## src/rtl/timer_6502.sv

```systemverilog
// rtl/timer_6502.sv - 16-bit prescaled interval timer with level IRQ for the 6502 SoC bus
// Optional macro TIMER_TOGGLE_EN adds the tout output, toggled on terminal count when CTRL[3]=TOE.
module timer_6502 #(
  parameter logic [15:0] LOAD_RST = 16'hFFFF,
  parameter int          PS_W     = 4
) (
  input  logic       clk,
  input  logic       rst,
  input  logic       cs,
  input  logic       we,
  input  logic [1:0] rs,
  input  logic [7:0] din,
  output logic [7:0] dout,
`ifdef TIMER_TOGGLE_EN
  output logic       tout,
`endif
  output logic       irq
);

  logic [7:0]      load_lo, load_hi, hi_shadow, rd_data;
  logic [15:0]     cnt;
  logic [PS_W-1:0] ps, pre;
  logic            en, auto_rl, ie, toe, tc;
  logic            wr, lo_wr, hi_wr, ctrl_wr, stat_clr, lo_rd;
  logic            tick, live_tick, tc_hit;

  always_comb begin
    wr        = cs & we;
    lo_wr     = wr & (rs == 2'd0);
    hi_wr     = wr & (rs == 2'd1);
    ctrl_wr   = wr & (rs == 2'd2);
    stat_clr  = wr & (rs == 2'd3) & din[7];
    lo_rd     = cs & ~we & (rs == 2'd0);
    tick      = en & (pre == ps);
    // A HI load or a CTRL write that stops the timer swallows the tick.
    live_tick = tick & ~hi_wr & ~(ctrl_wr & ~din[0]);
    tc_hit    = live_tick & (cnt == 16'h0000);
    rd_data   = 8'h00;
    case (rs)
      2'd0:    rd_data = cnt[7:0];
      2'd1:    rd_data = hi_shadow;
      2'd2:    rd_data = {ps, toe, ie, auto_rl, en};
      default: rd_data = {tc, 6'b000000, en};
    endcase
  end

  always_ff @(posedge clk or negedge rst) begin
    if (!rst) begin
      load_lo   <= LOAD_RST[7:0];
      load_hi   <= LOAD_RST[15:8];
      cnt       <= LOAD_RST;
      hi_shadow <= LOAD_RST[15:8];
      en        <= 1'b0;
      auto_rl   <= 1'b0;
      ie        <= 1'b0;
      ps        <= '0;
      pre       <= '0;
      tc        <= 1'b0;
      dout      <= 8'h00;
      irq       <= 1'b0;
    end else begin
      dout <= rd_data;
      irq  <= tc & ie;
      if (lo_wr) load_lo <= din;
      if (hi_wr) load_hi <= din;
      if (lo_rd) hi_shadow <= cnt[15:8];

      if (hi_wr || !en || tick || (ctrl_wr && !din[0])) pre <= '0;
      else                                              pre <= pre + 1'b1;

      if (hi_wr) begin
        cnt <= {din, load_lo};
      end else if (live_tick) begin
        if (cnt != 16'h0000) cnt <= cnt - 16'd1;
        else if (auto_rl)    cnt <= {load_hi, load_lo};
      end

      // Terminal count beats a simultaneous clear request.
      if (tc_hit)        tc <= 1'b1;
      else if (stat_clr) tc <= 1'b0;

      if (ctrl_wr) begin
        en      <= din[0];
        auto_rl <= din[1];
        ie      <= din[2];
        ps      <= din[3+PS_W:4];
      end else if (tc_hit && !auto_rl) begin
        en <= 1'b0;
      end
    end
  end

`ifdef TIMER_TOGGLE_EN
  always_ff @(posedge clk or negedge rst) begin
    if (!rst) begin
      toe  <= 1'b0;
      tout <= 1'b0;
    end else begin
      if (ctrl_wr)       toe  <= din[3];
      if (tc_hit && toe) tout <= ~tout;
    end
  end
`else
  assign toe = 1'b0;
`endif

endmodule

```

## config.mk

```make
export PLATFORM = sky130hd
export DESIGN_NAME = timer_6502
export DESIGN_NICKNAME = d
export VERILOG_FILES = /design/src/rtl/timer_6502.sv
export SDC_FILE = /design/constraint.sdc
export NUM_CORES = 1
export LEC_CHECK = 0
export CAP_MARGIN = 20
export CORE_AREA = 2 2 108 110
export CTS_CLUSTER_DIAMETER = 40
export DETAILED_ROUTE_END_ITERATION = 7
export DIE_AREA = 0 0 110 112
export HOLD_SLACK_MARGIN = 0.12
export PLACE_DENSITY = 0.44
export SETUP_SLACK_MARGIN = 0.4
export SLEW_MARGIN = 20
export SYNTH_ARGS = -nofsm -noshare
export SYNTH_HDL_FRONTEND = slang
export SYNTH_SLANG_ARGS = --single-unit
```

## constraint.sdc

```tcl
create_clock -name clk -period 6 [get_ports clk]
set_input_delay 1.5 -clock clk [delete_from_list [all_inputs] [get_ports clk]]
set_output_delay 1.5 -clock clk [all_outputs]
set_load 0.05 [all_outputs]
```

==> key figures, run 1 <==
Run status
  • Status: complete, no violations

Cells and area
  • Synth-to-layout area growth: 19.7%
  • Layout Nets: ~320
  • ANT cells: 0
  • Layout cell share with drive strength beyond 1: a little under a third
  • Fill cells: 1114

Drt
  • DR vias/cell: ~5.1
  • First-pass iteration count of the detailed router: 4
  • Total routed wirelength: between 8 and 9 mm
  • Via Count: 2332
  • Post-route ant nets: 0
  • Detailed Route Iter0 Violations: 163
  • Routed length per placed instance: between 15 and 20 microns
  • DRC errors left: 0

CTS
  • Longest Clk Path Bufs: 2
  • Clock-pin slew on the worst setup and hold paths: ~0.05 ns
  • Post-CTS Setup Repair Bufs: 0
  • # clock sinks: 61
  • TritonCTS Buffers: 9
  • # H-tree levels: 3
  • Root Buffer: clkbuf_16
  • Worst-Skew Late Latency: roughly 0.32 ns
  • Post-CTS Hold Fix Bufs: 0
  • CTS resizes: 0
  • CTS tree: built

Setup path
  • Worst Path Required: between 6 and 7 ns
  • CP bufs+invs: 3
  • Critical path type: input port to flip-flop
  • Crit path max-delay family: buffers and inverters
  • Crit-path max cell delay: between 0.7 and 0.8 ns
  • Critical-path top delay cell: clkdlybuf4s50_1
  • Startpoint types: input port
  • Crit path DAT: between 4 and 5 ns
  • Most frequent CP cell: buf_4
  • Crit-path cells: clkdlybuf4s50_1, nand4b_1, o211ai_1, a211oi_1, buf_4, nor2_1, buf_4, a221o_1
  • CP max FO: 14
  • Reg-to-reg setup timing slack: ~3.3 ns
  • CP endpoint kind: flip-flop

Synthesis
  • Mapped Cells: roughly 290
  • Dominant cell type by area after synthesis: dfstp_2
  • Seq/Total Area, Yosys: about half
  • Synthesized flop and latch total: just over 60
  • Primary FF master, synth: dfstp_2
  • Yosys Warn Count: 0
  • Synth top area share: approximately a third
  • Ranking of synthesized cells by area: dfstp_2 (33%), dfrtp_1 (17%), mux2_2 (8.2%)
  • Post-synth EDFFs: 0
  • Syn avg cell area: 11.0 sq um
  • Post-synth net total: approximately 300
  • Top cells by count, synth: dfstp_2 (40), nand2_1 (28), mux2_2 (23), dfrtp_1 (21)
  • Async SR Flop Fraction: 100%
  • Netlist cell types: between 50 and 60
  • Area of the mapped netlist: approximately 0.0031 sq mm
  • Most common cell in the netlist: dfstp_2

Power
  • VDD IR-drop max: ~0.23 mV
  • Clock share of power: between 20 and 30%
  • Sequential Power Share: between 40% and 50%
  • Cell Int Power: between 0.001 and 0.0015 W
  • Sw frac: 33.6%
  • Pwr/cell area: 437 mW/mm^2
  • LEAKAGE: 1.45 nW
  • Net Switching: 0.000553 W
  • Comb power frac: approximately a quarter

STA
  • Crit path time final: between 4 and 5 ns
  • Fin worst setup slack: 1.86 ns
  • Setup TNS: 0 ns
  • Crit share post-route: between 60% and 70%
  • Final Hold Vio Count: 0
  • Max_slew headroom: 32.1%
  • Fmax: ~240 MHz
  • Unrepaired setup endpoints after global routing: false
  • Worst Skew: approximately 0.0071 ns
  • Setup violators final: 0
  • Worst slew pin tran: a little over 1 ns
  • Slew Limit Fails: 0

Die
  • IO Count: 23
  • Row cnt: 39
  • Die area: about 0.012 sq mm
  • Die W: around 110 microns
  • Die height: 112 microns
  • Initial core utilization: about 28%
  • Core ar.: between 0.01 and 0.015 sq mm

Placed design
  • I/O Buffers: 22
  • DPL Wire Length: approximately 5.8 mm
  • RD Place Congestion: 0.767
  • Post-place setup slack: ~1.5 ns

Hold path
  • HP Class: flip-flop to flip-flop

Global routing
  • Gr ovfl total: 0
  • Initial antenna violation count: 0
  • First-pass GRT wire length: 13.8 mm
  • Largest net degree at the start of global routing: 62
  • GRT Total Usage: between 10% and 20%
  • Number of global-route vias before repair: approximately 2400

Run
  • Max cap viols: 0
## sequential cells by signal, summed over array words and instances (netlist names)
name       count
auto_rl        1
cnt           16
dout           8
en             1
hi_shadow      8
ie             1
irq            1
load_hi        8
load_lo        8
pre            4
ps             4
tc             1
## cell type report
| cell class | instances | area [sq um] | share of cell area [%] |
|---|---|---|---|
| multi-input combinational | 198 | 1430 | 38.1 |
| clock inverter | 4 | 22.5 | 0.599 |
| clock buffer | 12 | 256 | 6.82 |
| timing repair buffer | 29 | 268 | 7.12 |
| sequential | 61 | 1580 | 41.9 |
| inverter | 7 | 26.3 | 0.698 |
| tap | 143 | 179 | 4.76 |
## stage by stage
stage          area (sq um)  util, %  hold slack (ns)  cells  total power, W
2_1_floorplan          3140        -            0.436    287         0.00102
3_3_place_gp           3480     31.2            0.449    438         0.00117
3_5_place_dp           3480     31.2            0.452    438         0.00117
4_1_cts                3760     33.7            0.461    454         0.00166
5_1_grt                3760     33.7            0.478    454         0.00175
6_report               3760     33.7            0.460    454         0.00165
## power groups by stage
stage	logic (W)	clock network (W)	registers [W]
after floorplan	0.000280	0	0.000736
after global placement	0.000413	0	0.000754
after detailed placement	0.000415	0	0.000751
after CTS	0.000417	0.000493	0.000745
after global routing	0.000458	0.000517	0.000771
final	0.000414	0.000484	0.000748
## cells in the final DEF (no fill, tap or decap), types with 4 or more instances in the layout
master	synthesis	routed
nor2_1	14	13
a221o_1	6	6
inv_1	7	7
a211oi_1	4	4
mux2_2	23	23
mux2i_1	9	9
a21oi_1	6	6
clkbuf_16	0	9
clkdlybuf4s50_1	0	21
buf_4	1	7
nand2_1	28	28
nor3_1	14	14
nor4_1	5	5
o22ai_1	6	6
a21oi_2	4	4
dfrtp_1	21	21
o2bb2ai_1	5	5
o21ai_0	13	13
xnor2_1	7	7
dfstp_2	40	40
## kinds of logic (layout without fill, tap and decap cells)
group | after synthesis | after routing | synth area share [%]
AO/OA/AOI/OAI | 63 | 63 | 14.7
AND/OR/NAND/NOR | 90 | 90 | 15.4
buffers and inverters | 28 | 52 | 4.30
adder cells (fa/ha/maj) | 3 | 3 | 1.19
flip-flops | 61 | 61 | 50.2
XOR/XNOR | 9 | 9 | 2.51
multiplexers | 33 | 33 | 11.8
## per-layer routing
metal,up-vias,track usage [%],routed length [microns]
met5,-,0,0
met4,0,5.49,139
met3,12,2.75,373
met2,55,21.8,3820
met1,1167,21.9,4030
li1,1098,-,-
## worst register-to-register path, stage by stage, from the launching register on
cell	delay, ns
dfstp_2	0.43
or4_1	0.79
nor4_2	0.42
a211oi_1	0.12
buf_4	0.21
nor2_1	0.31
buf_4	0.25
a221o_1	0.16
## worst paths after layout
check	start	end	depth (start not counted)
max in group asynchronous	rst	auto_rl	2
min	load_hi[1]	load_hi[1]	2
min in group asynchronous	rst	pre[0]	2
max	rs[0]	cnt[6]	8
min reg2reg	load_hi[1]	load_hi[1]	2
max reg2reg	cnt[3]	cnt[6]	7
No activity file was read; power rests on OpenSTA's default activity.
==> run 2, diff against run 1 <==
==> constraint.sdc (replaced) <==
create_clock -name clk -period 4.2 [get_ports clk]
set_input_delay 1.05 -clock clk [delete_from_list [all_inputs] [get_ports clk]]
set_output_delay 1.05 -clock clk [all_outputs]
set_load 0.05 [all_outputs]
==> run 2 against run 1 <==
  * Worst hold slack improved by 0.00078 ns
  * Sequential power up 42%
  * Wire length grew 0.14%
  * Core utilization up 0.43 points
  * Largest cell class unchanged
  * Clock-buffer cell count unchanged
==> key figures, run 2 (synthesized netlist as in run 1, its figures left out) <==
Die
  • IO Count: 23 (unchanged)
  • Die area: 0.0123 sq mm (unchanged)
  • Initial core utilization: 28.1% (unchanged)
  • Die height: 112 microns (unchanged)
  • Core ar.: 0.0112 sq mm (unchanged)
  • Row cnt: 39 (unchanged)
  • Die W: 110 microns (unchanged)

STA
  • Fmax: between 300 and 400 MHz
  • Crit path time final: ~3.2 ns
  • Slew Limit Fails: 0 (unchanged)
  • Worst Skew: 0.00517 ns (-0.00188 ns)
  • Setup violators final: 0 (unchanged)
  • Worst slew pin tran: 0.956 ns (-0.0597 ns)
  • Setup TNS: 0 ns (unchanged)
  • Max_slew headroom: 36.2% (+4.2 points)
  • Unrepaired setup endpoints after global routing: false
  • Crit share post-route: between 70% and 80%
  • Final Hold Vio Count: 0 (unchanged)
  • Fin worst setup slack: 0.991 ns (-0.871 ns)

Setup path
  • Crit-path cells: clkdlybuf4s50_1, nand4b_1, o211ai_1, a211oi_1, buf_4, nor2_1, buf_4, mux2_2
  • Worst Path Required: 4.45 ns (-1.82 ns)
  • Worst r2r src: cnt[3]
  • Crit-path max cell delay: 0.83 ns (+0.07 ns)
  • Startpoint types: input port
  • Crit path DAT: 3.46 ns (-0.94 ns)
  • Critical-path top delay cell: clkdlybuf4s50_1
  • Crit path max-delay family: buffers and inverters
  • Most frequent CP cell: buf_4
  • CP endpoint kind: flip-flop
  • Critical path type: input port to flip-flop
  • CP max FO: 16 (+2)
  • CP bufs+invs: 3 (unchanged)
  • CP startpoint: rs[1]

Placed design
  • Post-place setup slack: 0.703 ns (-0.831 ns)
  • RD Place Congestion: 0.785 (+2.4%)
  • Cells after DPL: 441 (+0.68%)
  • I/O Buffers: 22 (unchanged)
  • DPL Wire Length: 5.78 mm (+0.26%)

CTS
  • Clock-pin slew on the worst setup and hold paths: 0.05 ns (about the same)
  • CTS tree: built
  • Post-CTS Setup Repair Bufs: 0 (unchanged)
  • Root Buffer: clkbuf_16
  • TritonCTS Buffers: 9 (unchanged)
  • Longest Clk Path Bufs: 2 (unchanged)
  • Post-CTS Hold Fix Bufs: 0 (unchanged)
  • CTS resizes: 0 (unchanged)
  • Worst-Skew Late Latency: 0.33 ns (about the same)
  • # H-tree levels: 3 (unchanged)
  • # clock sinks: 61 (unchanged)

Run
  • Max cap viols: 0 (unchanged)

Global routing
  • Gr ovfl total: 0 (unchanged)
  • First-pass GRT wire length: 13.7 mm (-1.2%)
  • Initial antenna violation count: 0 (unchanged)
  • Number of global-route vias before repair: 2346 (-2.0%)
  • GRT Total Usage: 15.0% (about the same)
  • Largest net degree at the start of global routing: 41 (-34%)

Cells and area
  • Largest register FFs: 16 (unchanged)
  • Post-route insts no fill: 457 (+0.66%)
  • Synth-to-layout area growth: 21.2%
  • Most common cell after layout, fill and taps aside: dfstp_2
  • Layout cell share with drive strength beyond 1: 32.5% (+0.65 points)
  • Most frequent cells in the layout: dfstp_2 (40), nand2_1 (28), mux2_2 (23)
  • Largest Register: cnt
  • Final core occ: 34.1% (+0.43 points)
  • ANT cells: 0 (unchanged)
  • Layout Nets: 326 (+0.93%)

Drt
  • Total routed wirelength: 8.37 mm (+0.14%)
  • DRC errors left: 0 (unchanged)
  • First-pass iteration count of the detailed router: 5 (+1)
  • Via Count: 2317 (-0.64%)
  • Detailed Route Iter0 Violations: 217 (+33%)
  • DR vias/cell: 5.07 (-1.3%)
  • Routed length per placed instance: 18.3 microns (-0.51%)
  • Post-route ant nets: 0 (unchanged)

Hold path
  • HP Class: flip-flop to flip-flop
  • Min-delay src: load_hi[1]

Power
  • Total power: 0.00241 W (+46%)
  • Pwr/cell area: 632 mW/mm^2 (+44%)
  • Comb power frac: 24.4% (-0.8 points)
  • LEAKAGE: 1.48 nW (+1.7%)
  • Sequential Power Share: 44.2% (-1.2 points)
  • VDD IR-drop max: 0.242 mV (+4.5%)
  • Sw frac: 32.5% (-1.0 points)
  • Clock share of power: 31.4% (+2.0 points)
  • Cell Int Power: 0.00162 W (+49%)
  • Net Switching: 0.000783 W (+42%)

Run status
  • Status: complete, no violations
## run 2: power by group through the flow
stage	Combinational [W]	Sequential (W)	Clock [W]
global placement	0.000584	0.00107	0
global route	0.000654	0.00110	0.000805
CTS	0.000593	0.00107	0.000775
floorplan	0.000400	0.00105	0
finish	0.000588	0.00106	0.000756
detailed placement	0.000591	0.00107	0
## run 2: metal layers
| metal | global-route usage [%] | wire length, microns | vias to the layer above |
|---|---|---|---|
| li1 | - | - | 1098 |
| met1 | 22.1 | 4130 | 1151 |
| met2 | 21.1 | 3790 | 58 |
| met3 | 3.81 | 353 | 10 |
| met4 | 4.89 | 99 | 0 |
| met5 | 0 | 0 | - |
## run 2: cell type report
cell class | count | area (sq um)
well taps | 143 | 179
inverters | 7 | 26.3
clock inverters | 4 | 47.5
repair buffers | 32 | 290
clock buffers | 12 | 256
multi-input cells | 198 | 1430
flip-flops and latches | 61 | 1580
fillers | 1142 | 7360
## run 2: worst register-to-register path: stages, from the launching register on
cell	delay, ns
dfstp_2	0.42
or4_1	0.77
nor4_2	0.42
a211oi_1	0.13
buf_4	0.21
nor2_1	0.10
buf_4	0.21
mux2_2	0.35
## run 2: stage by stage
step           area, sq um  hold WS (ns)
2_1_floorplan         3140         0.436
3_3_place_gp          3510         0.447
3_5_place_dp          3510         0.457
4_1_cts               3810         0.467
5_1_grt               3810         0.486
6_report              3810         0.460
## run 2: worst paths after layout
path | end | slack [ns] | depth (start not counted)
setup / recovery | cnt[1] | 0.99 | 8
hold / removal | load_hi[1] | 0.46 | 2
setup reg to reg | cnt[1] | 1.52 | 7
hold reg to reg | load_hi[1] | 0.46 | 2
max in group asynchronous | load_hi[6] | 2.43 | 2
min in group asynchronous | auto_rl | 0.88 | 1
==> run 3, diff against run 2 <==
==> constraint.sdc (replaced) <==
create_clock -name clk -period 2.99 [get_ports clk]
set_input_delay 0.7475 -clock clk [delete_from_list [all_inputs] [get_ports clk]]
set_output_delay 0.7475 -clock clk [all_outputs]
set_load 0.05 [all_outputs]
==> run 3 against run 2 <==
  * Via count grew 0.73%
  * Clock power up 49%
  * Register-to-register slack lost 1.0 ns
  * Largest cell class unchanged
  * Highest routed layer unchanged
==> key figures, run 3 (synthesized netlist as in run 1, its figures left out) <==
STA
  • Setup TNS: 0 ns (unchanged)
  • Fin worst setup slack: 0.496 ns (-0.495 ns)
  • Worst slew pin tran: 0.497 ns (-0.459 ns)
  • Final Hold Vio Count: 0 (unchanged)
  • Fmax: about 400 MHz
  • Unrepaired setup endpoints after global routing: true
  • Max_slew headroom: 66.8% (+31 points)
  • Slew Limit Fails: 0 (unchanged)
  • Crit share post-route: 83.4%
  • Crit path time final: 2.49 ns
  • Setup violators final: 0 (unchanged)
  • Worst Skew: 0.00660 ns (+0.00143 ns)

CTS
  • # H-tree levels: 3 (unchanged)
  • Longest Clk Path Bufs: 2 (unchanged)
  • # clock sinks: 61 (unchanged)
  • TritonCTS Buffers: 9 (unchanged)
  • Post-CTS Hold Fix Bufs: 0 (unchanged)
  • Clock-pin slew on the worst setup and hold paths: 0.05 ns (about the same)
  • CTS tree: built
  • Worst-Skew Late Latency: 0.34 ns (about the same)
  • Root Buffer: clkbuf_16

Die
  • Die W: 110 microns (unchanged)
  • Row cnt: 39 (unchanged)
  • IO Count: 23 (unchanged)
  • Die height: 112 microns (unchanged)
  • Initial core utilization: 28.1% (unchanged)
  • Die area: 0.0123 sq mm (unchanged)
  • Core ar.: 0.0112 sq mm (unchanged)

Run
  • Max cap viols: 0 (unchanged)

Cells and area
  • Most frequent cells in the layout: dfstp_2 (40), nand2_1 (28), mux2_2 (23)
  • Fill cells: 1113 (-2.5%)
  • Final core occ: 35.2% (+1.1 points)
  • Most common cell after layout, fill and taps aside: dfstp_2
  • Layout Nets: 335 (+2.8%)
  • Largest register FFs: 16 (unchanged)
  • Synth-to-layout area growth: 25.0%
  • Post-route insts no fill: 466 (+2.0%)
  • ANT cells: 0 (unchanged)
  • Layout cell share with drive strength beyond 1: 34.7% (+2.2 points)
  • Largest Register: cnt

Placed design
  • RD Place Congestion: 0.811 (+3.3%)
  • Cells after DPL: 448 (+1.6%)
  • I/O Buffers: 22 (unchanged)
  • Post-place setup slack: 0.244 ns (-0.459 ns)
  • DPL Wire Length: 5.82 mm (+0.84%)

Drt
  • Total routed wirelength: 8.33 mm (-0.56%)
  • First-pass iteration count of the detailed router: 4 (-1)
  • Met1 Wirelength: 4.13 mm (about the same)
  • WL met3: 300 microns (-15%)
  • Post-route ant nets: 0 (unchanged)
  • Routed length per placed instance: 17.9 microns (-2.5%)
  • DR vias/cell: 5.01 (-1.2%)
  • Detailed Route Iter0 Violations: 130 (-40%)
  • Highest layer used for signal routing: met4
  • DRC errors left: 0 (unchanged)
  • Metal2 WL: 3.73 mm (-1.6%)
  • Via Count: 2334 (+0.73%)

Setup path
  • Reg2reg end: cnt[1]
  • CP endpoint kind: flip-flop
  • CP max FO: 12 (-4)
  • Reg-to-reg setup timing slack: 0.50 ns (-1.02 ns)
  • Worst-case reg-to-reg path depth: 7 (unchanged)
  • Critical path type: flip-flop to flip-flop
  • Worst Path Required: 3.25 ns (-1.20 ns)
  • Worst r2r src: cnt[0]
  • Crit path DAT: 2.75 ns (-0.71 ns)
  • Startpoint types: flip-flop

Power
  • VDD IR-drop max: 0.292 mV (+21%)
  • LEAKAGE: 1.55 nW (+4.8%)
  • Pwr/cell area: 891 mW/mm^2 (+41%)
  • Total power: 0.00350 W (+45%)

Global routing
  • GRT Total Usage: 15.2% (+0.28 points)
  • Gr ovfl total: 0 (unchanged)
  • Number of global-route vias before repair: 2415 (+2.9%)
  • First-pass GRT wire length: 13.9 mm (+1.6%)
  • Largest net degree at the start of global routing: 62 (+51%)
  • Initial antenna violation count: 0 (unchanged)

Run status
  • Status: complete, no violations

Hold path
  • HP Class: input port to asynchronous set/reset pin
[run 3: cell types whose count changed in the layout (fill, tap and decap cells not counted), sizes merged]
cell | before | now
buf | 11 | 20
bufinv | 1 | 2
clkinvlp | 1 | 0
[run 3: cell type report]
type | instances | area, sq um | share of cell area [%]
flip-flops and latches | 61 | 1580 | 40.1
multi-input cells | 198 | 1450 | 36.9
repair buffers | 41 | 370 | 9.43
clock buffers | 12 | 256 | 6.53
well taps | 143 | 179 | 4.55
clock inverters | 4 | 70.1 | 1.78
inverters | 7 | 26.3 | 0.669
[run 3: power by group]
part / internal [W] / switching, W / total (W)
Sequential: 0.00121 / 0.000259 / 0.00147
Clock: 0.000771 / 0.000364 / 0.00113
Combinational: 0.000405 / 0.000489 / 0.000894
[run 3: through the flow]
stage | hold slack [ns] | area [sq um]
global placement | 0.445 | 3570
CTS | 0.436 | 3900
floorplan | 0.436 | 3140
global route | 0.436 | 3930
finish | 0.406 | 3930
detailed placement | 0.451 | 3570
[run 3: how the worst max path moves through the flow]
stage                     startpoint  endpoint  slack (ns)  depth (start not counted)
after floorplan                rs[1]    cnt[6]        0.53                          7
final                         cnt[0]    cnt[1]        0.50                          7
after detailed placement          we    cnt[1]        0.24                          7
after CTS                     cnt[0]   cnt[13]        0.42                          8
after global placement            we    cnt[1]        0.29                          7
after global routing          cnt[0]   cnt[13]        0.39                          8
[run 3: routing by layer]
layer | track usage [%] | up-vias
met3 | 3.16 | 14
met1 | 21.4 | 1149
met2 | 22.2 | 46
li1 | - | 1125
met5 | 0 | -
met4 | 7.00 | 0
[run 3: timing repair]
item                       CTS  global route
setup endpoints to repair    0             2
gates resized for setup      0             3
hold endpoints to repair     0             0
setup buffers                0             2
[run 3: worst max-delay path, stage by stage (launching register included)]
cell     delay [ns]
dfstp_2        0.39
inv_1          0.12
ha_1           0.16
or3b_2         0.54
or4_4          0.67
nand2_4        0.21
o21ai_1        0.08
mux2_2         0.26
